### src/rtl/exu_agu.sv
`timescale 1ns/1ps
// -----------------------------------------------------------------------------
// exu_agu
// Address generation and load/store sequencing stage in front of mem_top.
// Takes one decoded load/store from dispatch, forms rs1+imm, builds the byte
// mask, replicated store data and misalignment flag, issues a single command
// to mem_top and waits for its response. The returned word is lane-extracted
// and extended, then presented as one writeback beat.
//
// Ports
//   clk, rst_n               core clock, async active-low reset
//   agu_i_valid/agu_o_ready  dispatch handshake (ready only in IDLE)
//   agu_i_load/store/usign/size/rs1/rs2/imm/rd_idx  decoded instruction
//   agu_i_flush              pipeline flush / trap
//   agu_o_cmd_*              registered command fields to mem_top
//   agu_o_mem_valid/agu_i_mem_ready  command handshake
//   agu_i_mem_rdata/err      memory response
//   agu_o_wbck_*/agu_i_wbck_ready    writeback beat to regfile/commit
// -----------------------------------------------------------------------------
module exu_agu #(
  parameter int XLEN    = 32,
  parameter int PC_SIZE = 32,
  parameter int RFIDX_W = 5
) (
  input  logic               clk,
  input  logic               rst_n,
  input  logic               agu_i_valid,
  output logic               agu_o_ready,
  input  logic               agu_i_load,
  input  logic               agu_i_store,
  input  logic               agu_i_usign,
  input  logic [1:0]         agu_i_size,
  input  logic [XLEN-1:0]    agu_i_rs1,
  input  logic [XLEN-1:0]    agu_i_rs2,
  input  logic [XLEN-1:0]    agu_i_imm,
  input  logic [RFIDX_W-1:0] agu_i_rd_idx,
  input  logic               agu_i_flush,
  output logic               agu_o_cmd_enable,
  output logic               agu_o_cmd_read,
  output logic               agu_o_cmd_write,
  output logic               agu_o_cmd_usign,
  output logic [1:0]         agu_o_cmd_size,
  output logic [PC_SIZE-1:0] agu_o_cmd_addr,
  output logic [XLEN-1:0]    agu_o_cmd_wdata,
  output logic [XLEN/8-1:0]  agu_o_cmd_wmask,
  output logic               agu_o_cmd_misalgn,
  output logic               agu_o_mem_valid,
  input  logic               agu_i_mem_ready,
  input  logic [XLEN-1:0]    agu_i_mem_rdata,
  input  logic               agu_i_mem_err,
  output logic               agu_o_wbck_valid,
  input  logic               agu_i_wbck_ready,
  output logic               agu_o_wbck_rd_en,
  output logic [RFIDX_W-1:0] agu_o_wbck_rd_idx,
  output logic [XLEN-1:0]    agu_o_wbck_data,
  output logic               agu_o_wbck_err
);

  localparam int NB = XLEN / 8;
  localparam logic [NB-1:0] LANE_B = {{(NB-1){1'b0}}, 1'b1};
  localparam logic [NB-1:0] LANE_H = {{(NB-2){1'b0}}, 2'b11};

  typedef enum logic [1:0] {ST_IDLE, ST_REQ, ST_WAIT, ST_WBCK} state_e;

  state_e               state_q;
  logic                 cmd_enable_q, cmd_read_q, cmd_write_q, cmd_usign_q;
  logic [1:0]           cmd_size_q;
  logic [PC_SIZE-1:0]   cmd_addr_q;
  logic [XLEN-1:0]      cmd_wdata_q;
  logic [NB-1:0]        cmd_wmask_q;
  logic                 cmd_misalgn_q;
  logic [RFIDX_W-1:0]   rd_idx_q;
  logic                 mem_valid_q;
  logic                 flushed_q;
  logic                 wbck_valid_q, wbck_rd_en_q, wbck_err_q;
  logic [RFIDX_W-1:0]   wbck_rd_idx_q;
  logic [XLEN-1:0]      wbck_data_q;

  logic [XLEN-1:0]      sum_d;
  logic [PC_SIZE-1:0]   addr_d;
  logic                 accept_d;
  logic                 misalgn_d;
  logic [NB-1:0]        wmask_d;
  logic [XLEN-1:0]      wdata_d;
  logic [XLEN-1:0]      shifted_d;
  logic [XLEN-1:0]      ld_data_d;
  logic                 resp_err_d;

  assign sum_d    = agu_i_rs1 + agu_i_imm;
  assign addr_d   = sum_d[PC_SIZE-1:0];
  assign accept_d = (state_q == ST_IDLE) & agu_i_valid &
                    (agu_i_load | agu_i_store) & ~agu_i_flush;

  // Request-side decode, evaluated on the incoming instruction.
  always_comb begin
    misalgn_d = 1'b0;
    wmask_d   = '0;
    wdata_d   = agu_i_rs2;
    case (agu_i_size)
      2'b00: begin
        wmask_d = LANE_B << addr_d[1:0];
        wdata_d = {NB{agu_i_rs2[7:0]}};
      end
      2'b01: begin
        misalgn_d = addr_d[0];
        wmask_d   = LANE_H << {addr_d[1], 1'b0};
        wdata_d   = {(NB/2){agu_i_rs2[15:0]}};
      end
      2'b10: begin
        misalgn_d = |addr_d[1:0];
        wmask_d   = '1;
      end
      default: misalgn_d = 1'b1;
    endcase
    if (misalgn_d || agu_i_load) wmask_d = '0;
  end

  // Response-side formatting: move the addressed lane down to bit 0, extend.
  assign shifted_d = agu_i_mem_rdata >> {cmd_addr_q[1:0], 3'b000};

  always_comb begin
    ld_data_d = shifted_d;
    case (cmd_size_q)
      2'b00:   ld_data_d = {{(XLEN-8){shifted_d[7] & ~cmd_usign_q}}, shifted_d[7:0]};
      2'b01:   ld_data_d = {{(XLEN-16){shifted_d[15] & ~cmd_usign_q}}, shifted_d[15:0]};
      default: ld_data_d = shifted_d;
    endcase
  end

  assign resp_err_d = agu_i_mem_err | cmd_misalgn_q;

  // Main sequencer. flushed_q remembers a flush that arrives after the
  // command was handed to mem_top, so the response is still drained but the
  // writeback beat is suppressed.
  always_ff @(posedge clk or negedge rst_n) begin
    if (!rst_n) begin
      state_q       <= ST_IDLE;
      cmd_enable_q  <= 1'b0;
      cmd_read_q    <= 1'b0;
      cmd_write_q   <= 1'b0;
      cmd_usign_q   <= 1'b0;
      cmd_size_q    <= 2'b00;
      cmd_addr_q    <= '0;
      cmd_wdata_q   <= '0;
      cmd_wmask_q   <= '0;
      cmd_misalgn_q <= 1'b0;
      rd_idx_q      <= '0;
      mem_valid_q   <= 1'b0;
      flushed_q     <= 1'b0;
      wbck_valid_q  <= 1'b0;
      wbck_rd_en_q  <= 1'b0;
      wbck_err_q    <= 1'b0;
      wbck_rd_idx_q <= '0;
      wbck_data_q   <= '0;
    end else begin
      case (state_q)
        ST_IDLE: begin
          if (accept_d) begin
            cmd_enable_q  <= 1'b1;
            cmd_read_q    <= agu_i_load;
            cmd_write_q   <= agu_i_store;
            cmd_usign_q   <= agu_i_usign;
            cmd_size_q    <= agu_i_size;
            cmd_addr_q    <= addr_d;
            cmd_wdata_q   <= wdata_d;
            cmd_wmask_q   <= wmask_d;
            cmd_misalgn_q <= misalgn_d;
            rd_idx_q      <= agu_i_rd_idx;
            mem_valid_q   <= 1'b1;
            flushed_q     <= 1'b0;
            state_q       <= ST_REQ;
          end
        end
        ST_REQ: begin
          if (agu_i_mem_ready) begin
            mem_valid_q <= 1'b0;
            flushed_q   <= agu_i_flush;
            state_q     <= ST_WAIT;
          end else if (agu_i_flush) begin
            mem_valid_q <= 1'b0;
            state_q     <= ST_IDLE;
          end
        end
        ST_WAIT: begin
          if (agu_i_mem_ready) begin
            flushed_q <= 1'b0;
            if (agu_i_flush || flushed_q) begin
              state_q <= ST_IDLE;
            end else begin
              wbck_valid_q  <= 1'b1;
              wbck_err_q    <= resp_err_d;
              wbck_rd_en_q  <= cmd_read_q & ~resp_err_d;
              wbck_rd_idx_q <= rd_idx_q;
              wbck_data_q   <= cmd_read_q ? ld_data_d : '0;
              state_q       <= ST_WBCK;
            end
          end else if (agu_i_flush) begin
            flushed_q <= 1'b1;
          end
        end
        ST_WBCK: begin
          if (agu_i_wbck_ready || agu_i_flush) begin
            wbck_valid_q <= 1'b0;
            state_q      <= ST_IDLE;
          end
        end
        default: state_q <= ST_IDLE;
      endcase
    end
  end

  assign agu_o_ready       = (state_q == ST_IDLE);
  assign agu_o_cmd_enable  = cmd_enable_q;
  assign agu_o_cmd_read    = cmd_read_q;
  assign agu_o_cmd_write   = cmd_write_q;
  assign agu_o_cmd_usign   = cmd_usign_q;
  assign agu_o_cmd_size    = cmd_size_q;
  assign agu_o_cmd_addr    = cmd_addr_q;
  assign agu_o_cmd_wdata   = cmd_wdata_q;
  assign agu_o_cmd_wmask   = cmd_wmask_q;
  assign agu_o_cmd_misalgn = cmd_misalgn_q;
  assign agu_o_mem_valid   = mem_valid_q;
  assign agu_o_wbck_valid  = wbck_valid_q;
  assign agu_o_wbck_rd_en  = wbck_rd_en_q;
  assign agu_o_wbck_rd_idx = wbck_rd_idx_q;
  assign agu_o_wbck_data   = wbck_data_q;
  assign agu_o_wbck_err    = wbck_err_q;

endmodule

### config.mk
export PLATFORM = sky130hd
export DESIGN_NAME = exu_agu
export DESIGN_NICKNAME = d
export VERILOG_FILES = /design/src/rtl/exu_agu.sv
export SDC_FILE = /design/constraint.sdc
export NUM_CORES = 1
export LEC_CHECK = 0
export CORE_MARGIN = 5
export CORE_UTILIZATION = 45
export CTS_CLUSTER_DIAMETER = 50
export CTS_CLUSTER_SIZE = 14
export DETAILED_ROUTE_END_ITERATION = 8
export PLACE_DENSITY_LB_ADDON = 0.3
export SLEW_MARGIN = 0
export SYNTH_ARGS = -nofsm -noshare
export SYNTH_HDL_FRONTEND = slang
export SYNTH_SLANG_ARGS = --single-unit
### constraint.sdc
create_clock -name clk -period 4.75 [get_ports clk]
set_clock_uncertainty 0.05 [all_clocks]
set_input_delay 1.425 -clock clk [delete_from_list [all_inputs] [get_ports clk]]
set_output_delay 1.425 -clock clk [all_outputs]
set_load 0.1 [all_outputs]
Word level (Yosys, flattened, before mapping)

Cells that the tools add are included.

Add/subtract/negate cells: 1
Equality and inequality tests: 13
Shift-type cells: 3
Mux-type cells: 26
Bitwise operators: 12
Reduce and logical (&&, ||, !) cells: 16

Operators by type and width:

| operator              | count |
|---|---|
| $pmux W32 S2          | 2 |
| $add A32 B32 Y32      | 1 |
| $mux W32              | 1 |
| $shr A32 B5 Y32       | 1 |
| $mux W2               | 6 |
| $pmux W4 S3           | 1 |
| $reduce_and A4 Y1     | 3 |
| $mux W1               | 10 |
| $ne A2 B2 Y1 const B  | 4 |
| $pmux W2 S4           | 1 |
| $and A1 B1 Y1         | 6 |
| $eq A2 B1 Y1 const B  | 3 |
| $eq A2 B2 Y1 const B  | 3 |
| $logic_not A2 Y1      | 3 |
| $ne A3 B3 Y1 const B  | 2 |
| $pmux W1 S3           | 2 |
| $reduce_and A3 Y1     | 2 |
| $mux W4               | 1 |
| $not A1 Y1            | 4 |
| $pmux W1 S2           | 2 |
| $reduce_bool A2 Y1    | 2 |
| $shl A1 B2 Y4 const A | 1 |
| $shl A2 B2 Y4 const A | 1 |
| $logic_or A1 B1 Y1    | 3 |
| 5 further kinds       | 6 |

Flip-flop bits (word level): 124
Output and inout bits: 117
Word-level logic and storage cells: 89

Longest topological paths before layout

Word-level depth: 6
Mapped depth: 10
Depth with buffers taken out: 10

Worst setup path after synthesis

Ideal clock, no wire load.

Path type: input to register
Start point: input port agu_i_rs1[6]
End point: register cmd_addr_q[31], in the netlist agu_o_cmd_addr[31]
Library setup time: 0.071 ns
Arrival time: 3.449 ns
Required time: 4.629 ns
Setup slack: 1.181 ns
Stages: 8
Path through: ha_1 > o21ai_2 > a2111o_1 > o22a_2 > a211oi_4 > nor4_1 > or4_1 > nand3_1

Cells in the longest elaborated chain, start to end: 1

Ends and longest elaborated chain:

| what                 | RTL line | source |
|---|---|---|
| from (decl)          | 33       | `input logic [XLEN-1:0] agu_i_rs1,` |
| $add A32 B32 Y32     | 89       | `assign sum_d = agu_i_rs1 + agu_i_imm;` |
| to (signal assigned) | 164      | `cmd_addr_q <= addr_d;` |
| to (decl)            | 68       | `logic [PC_SIZE-1:0] cmd_addr_q;` |

Every way passes these cells.
A chain may end at the register's enable or synchronous reset.

Worst setup path in the final report

Start point: input port agu_i_rs1[0]
End point: register cmd_addr_q[28], in the netlist agu_o_cmd_addr[28]

Same word-level chain as after synthesis.

==> metrics.txt <==
HPWL after DPL=17600 um; count of flip-flops with a built-in enable after synthesis=0; Ys Warns=0; FF-to-FF setup slack=2110 ps; Syn-to-layout area delta=46.4%; Setup Fix Bufs, Post-CTS=0; critical path class=input pin to flop; RR Endpoint=agu_o_wbck_data[27]; GRT Overall Usage=23.7%; met2 usage=39.8%; CTS root buf=clkbuf_16; R2R cell count=7; Final Slew Violations=0; GPL Wtd Cong=0.871; TritonCTS Sinks=124; cell taking the most area after synthesis=dfrtp_1; H-Tree Depth=4; most frequent cells in the layout=clkdlybuf4s50_1, nand2_1, dfrtp_1; Worst EP required=5010 ps; Cells on Worst Hold Path=1; Total Neg Setup Slack=0 ps; Clock Latency Late Sink=420 ps; die footprint=0.0190 mm^2; diode count=0; CP Max Fanout=3; hold path startpoint=agu_o_cmd_enable; met1 GRT Util=29.0%; DP Worst Slack=416 ps; Die X=138 um; Worst Slack Setup Final=788 ps; vias per cell=5.41; register area share after synthesis=42.2%; CTS tree=yes; flops & latches, synth=124; Max Buffers Root-to-Sink=2; final net count=1262; Final Cycle Share=83.4%; R2R Path Start=agu_o_cmd_addr[0]; Synth Net Count=1016; core area=0.0159 mm^2; CP peak stage delay=460 ps; maxcap violations=0; critical-path cell list=clkdlybuf4s50_1, ha_1, inv_1, fa_1, nor2b_1, o2111ai_1, a211oi_1, o21ai_0, a31oi_1, nor4_1, nor4_1; Critical Path End Type=flop; Worst Path Arrival=4230 ps; synthesized area=0.00735 mm^2; via count=7088; Period minus WS final=3960 ps; RSZ-0062 raised after global routing=false; slowest library cell on the worst path=clkdlybuf4s50_1; cell repeated most along the worst path=nor4_1; Overflow after GRT=0; CTS Buf Count=17; CP Launch Type=input pin; Post-Synthesis Cells=834; WL final=22900 um; post-synth top area share=42.2%; first-pass GRT wire length=35400 um; Die Ht=138 um; FF/Latch Area=0.00310 mm^2; Hold WC Path Type=flop to flop; status=finished, final reports clean; Syn Area/Cell=8.81 um^2; Achievable Freq=0.252 GHz; footprint of the multi-input gates=0.00403 mm^2; total iterations of the first detailed-routing run=5; Initial Util=46.1%; largest net degree at the start of global routing=77; I/O pin count=262; initial antenna violation count=0; vias in the first global route=6928; layout cell share with drive strength beyond 1=5.58%; FILL cells=1327; 1st-iter DRT viols=335; post_cts resized=0; hold endpoint=agu_o_cmd_enable; main area contributors after synthesis=dfrtp_1, nand2_1, mux2i_1; met3 Usage GRT=7.27%; global route hottest layer=met2; Main synth FF type=dfrtp_1; final hold violations=0; Worst slew margin=29.6%; clock transition at the registers of the reported paths=60 ps; post-synthesis cell type count=61; drt wl/cell=17.5 um; final setup fails=0; row count=46; worst slew pin tran=1050 ps; Routed Antenna Nets=0; Post-synth ARST share=100%; # DRC=0; Port Buffers=261; most common cell after layout, fill and taps aside=clkdlybuf4s50_1; CTS Hold Buffers Added=0
sequential cells by signal, summed over array words and instances (netlist names), 2 cells and up:
register           cells
agu_o_cmd_size         2
rd_idx_q               5
agu_o_wbck_rd_idx      5
state_q                2
agu_o_wbck_data       32
agu_o_cmd_wdata       32
agu_o_cmd_addr        32
agu_o_cmd_wmask        4
through the flow:
stage / cell area (um^2) / cells / hold slack, ps / utilization (%)
2_1_floorplan: 7350 / 834 / 392 / -
3_3_place_gp: 10200 / 1277 / 402 / 63.7
3_5_place_dp: 10200 / 1277 / 408 / 63.7
4_1_cts: 10800 / 1309 / 425 / 67.5
5_1_grt: 10800 / 1309 / 441 / 67.5
6_report: 10800 / 1309 / 419 / 67.5
cell type report:
class	count	area share, %
clock inverter	14	1.58
multi-input combinational	651	37.5
sequential	124	28.8
inverter	11	0.384
timing repair buffer	275	25.2
tap	216	2.51
clock buffer	18	3.99
how the worst max path moves through the flow:
stage / from / end / slack (ps) / depth (start not counted)
2_1_floorplan: agu_i_rs1[6] / agu_o_cmd_addr[31] / 1180 / 8
4_1_cts: agu_i_rs1[0] / agu_o_cmd_addr[28] / 840 / 11
3_3_place_gp: agu_i_rs1[0] / agu_o_cmd_addr[28] / 490 / 11
3_5_place_dp: agu_i_rs1[0] / agu_o_cmd_addr[28] / 420 / 11
5_1_grt: agu_i_rs1[0] / agu_o_cmd_addr[26] / 660 / 11
6_report: agu_i_rs1[0] / agu_o_cmd_addr[28] / 790 / 11
worst max-delay path, delay by kind of cell:
kind | cells | cell delay (ps)
and+or+nand+nor | 3 | 540
buffers and inverters | 2 | 530
AOI/OAI and AO/OA | 4 | 1140
adders and majority gates | 2 | 580
metal layers:
metal / vias up / routed length (um)
li1: 3458 / -
met1: 3343 / 9110
met2: 256 / 11300
met3: 31 / 2020
met4: 0 / 494
met5: - / 0
cells in the mapped netlist (all sizes together) (8+ instances only):
master and n:
a21oi 53, nand3 12, mux2i 48, a21o 16, nor2 34, a22o 16, mux2 8, clkbuf 37
dfrtp 124, inv 10, nand2 201, o21ai 99, xnor2 16, xor2 11, buf 11, ha 36
kinds of logic (layout without fill, tap and decap cells):
logic type | Yosys count | count (layout) | synth area share (%)
compound gates | 243 | 243 | 20.7
xor+xnor | 27 | 27 | 3.22
fa+ha+maj | 37 | 37 | 6.40
buf+inv | 59 | 318 | 3.10
flops | 124 | 124 | 42.2
mux | 56 | 56 | 7.76
simple gates | 288 | 288 | 16.6
Power is not shown: default switching activity piles up to over one toggle a cycle in this logic, so the estimate is an artifact.
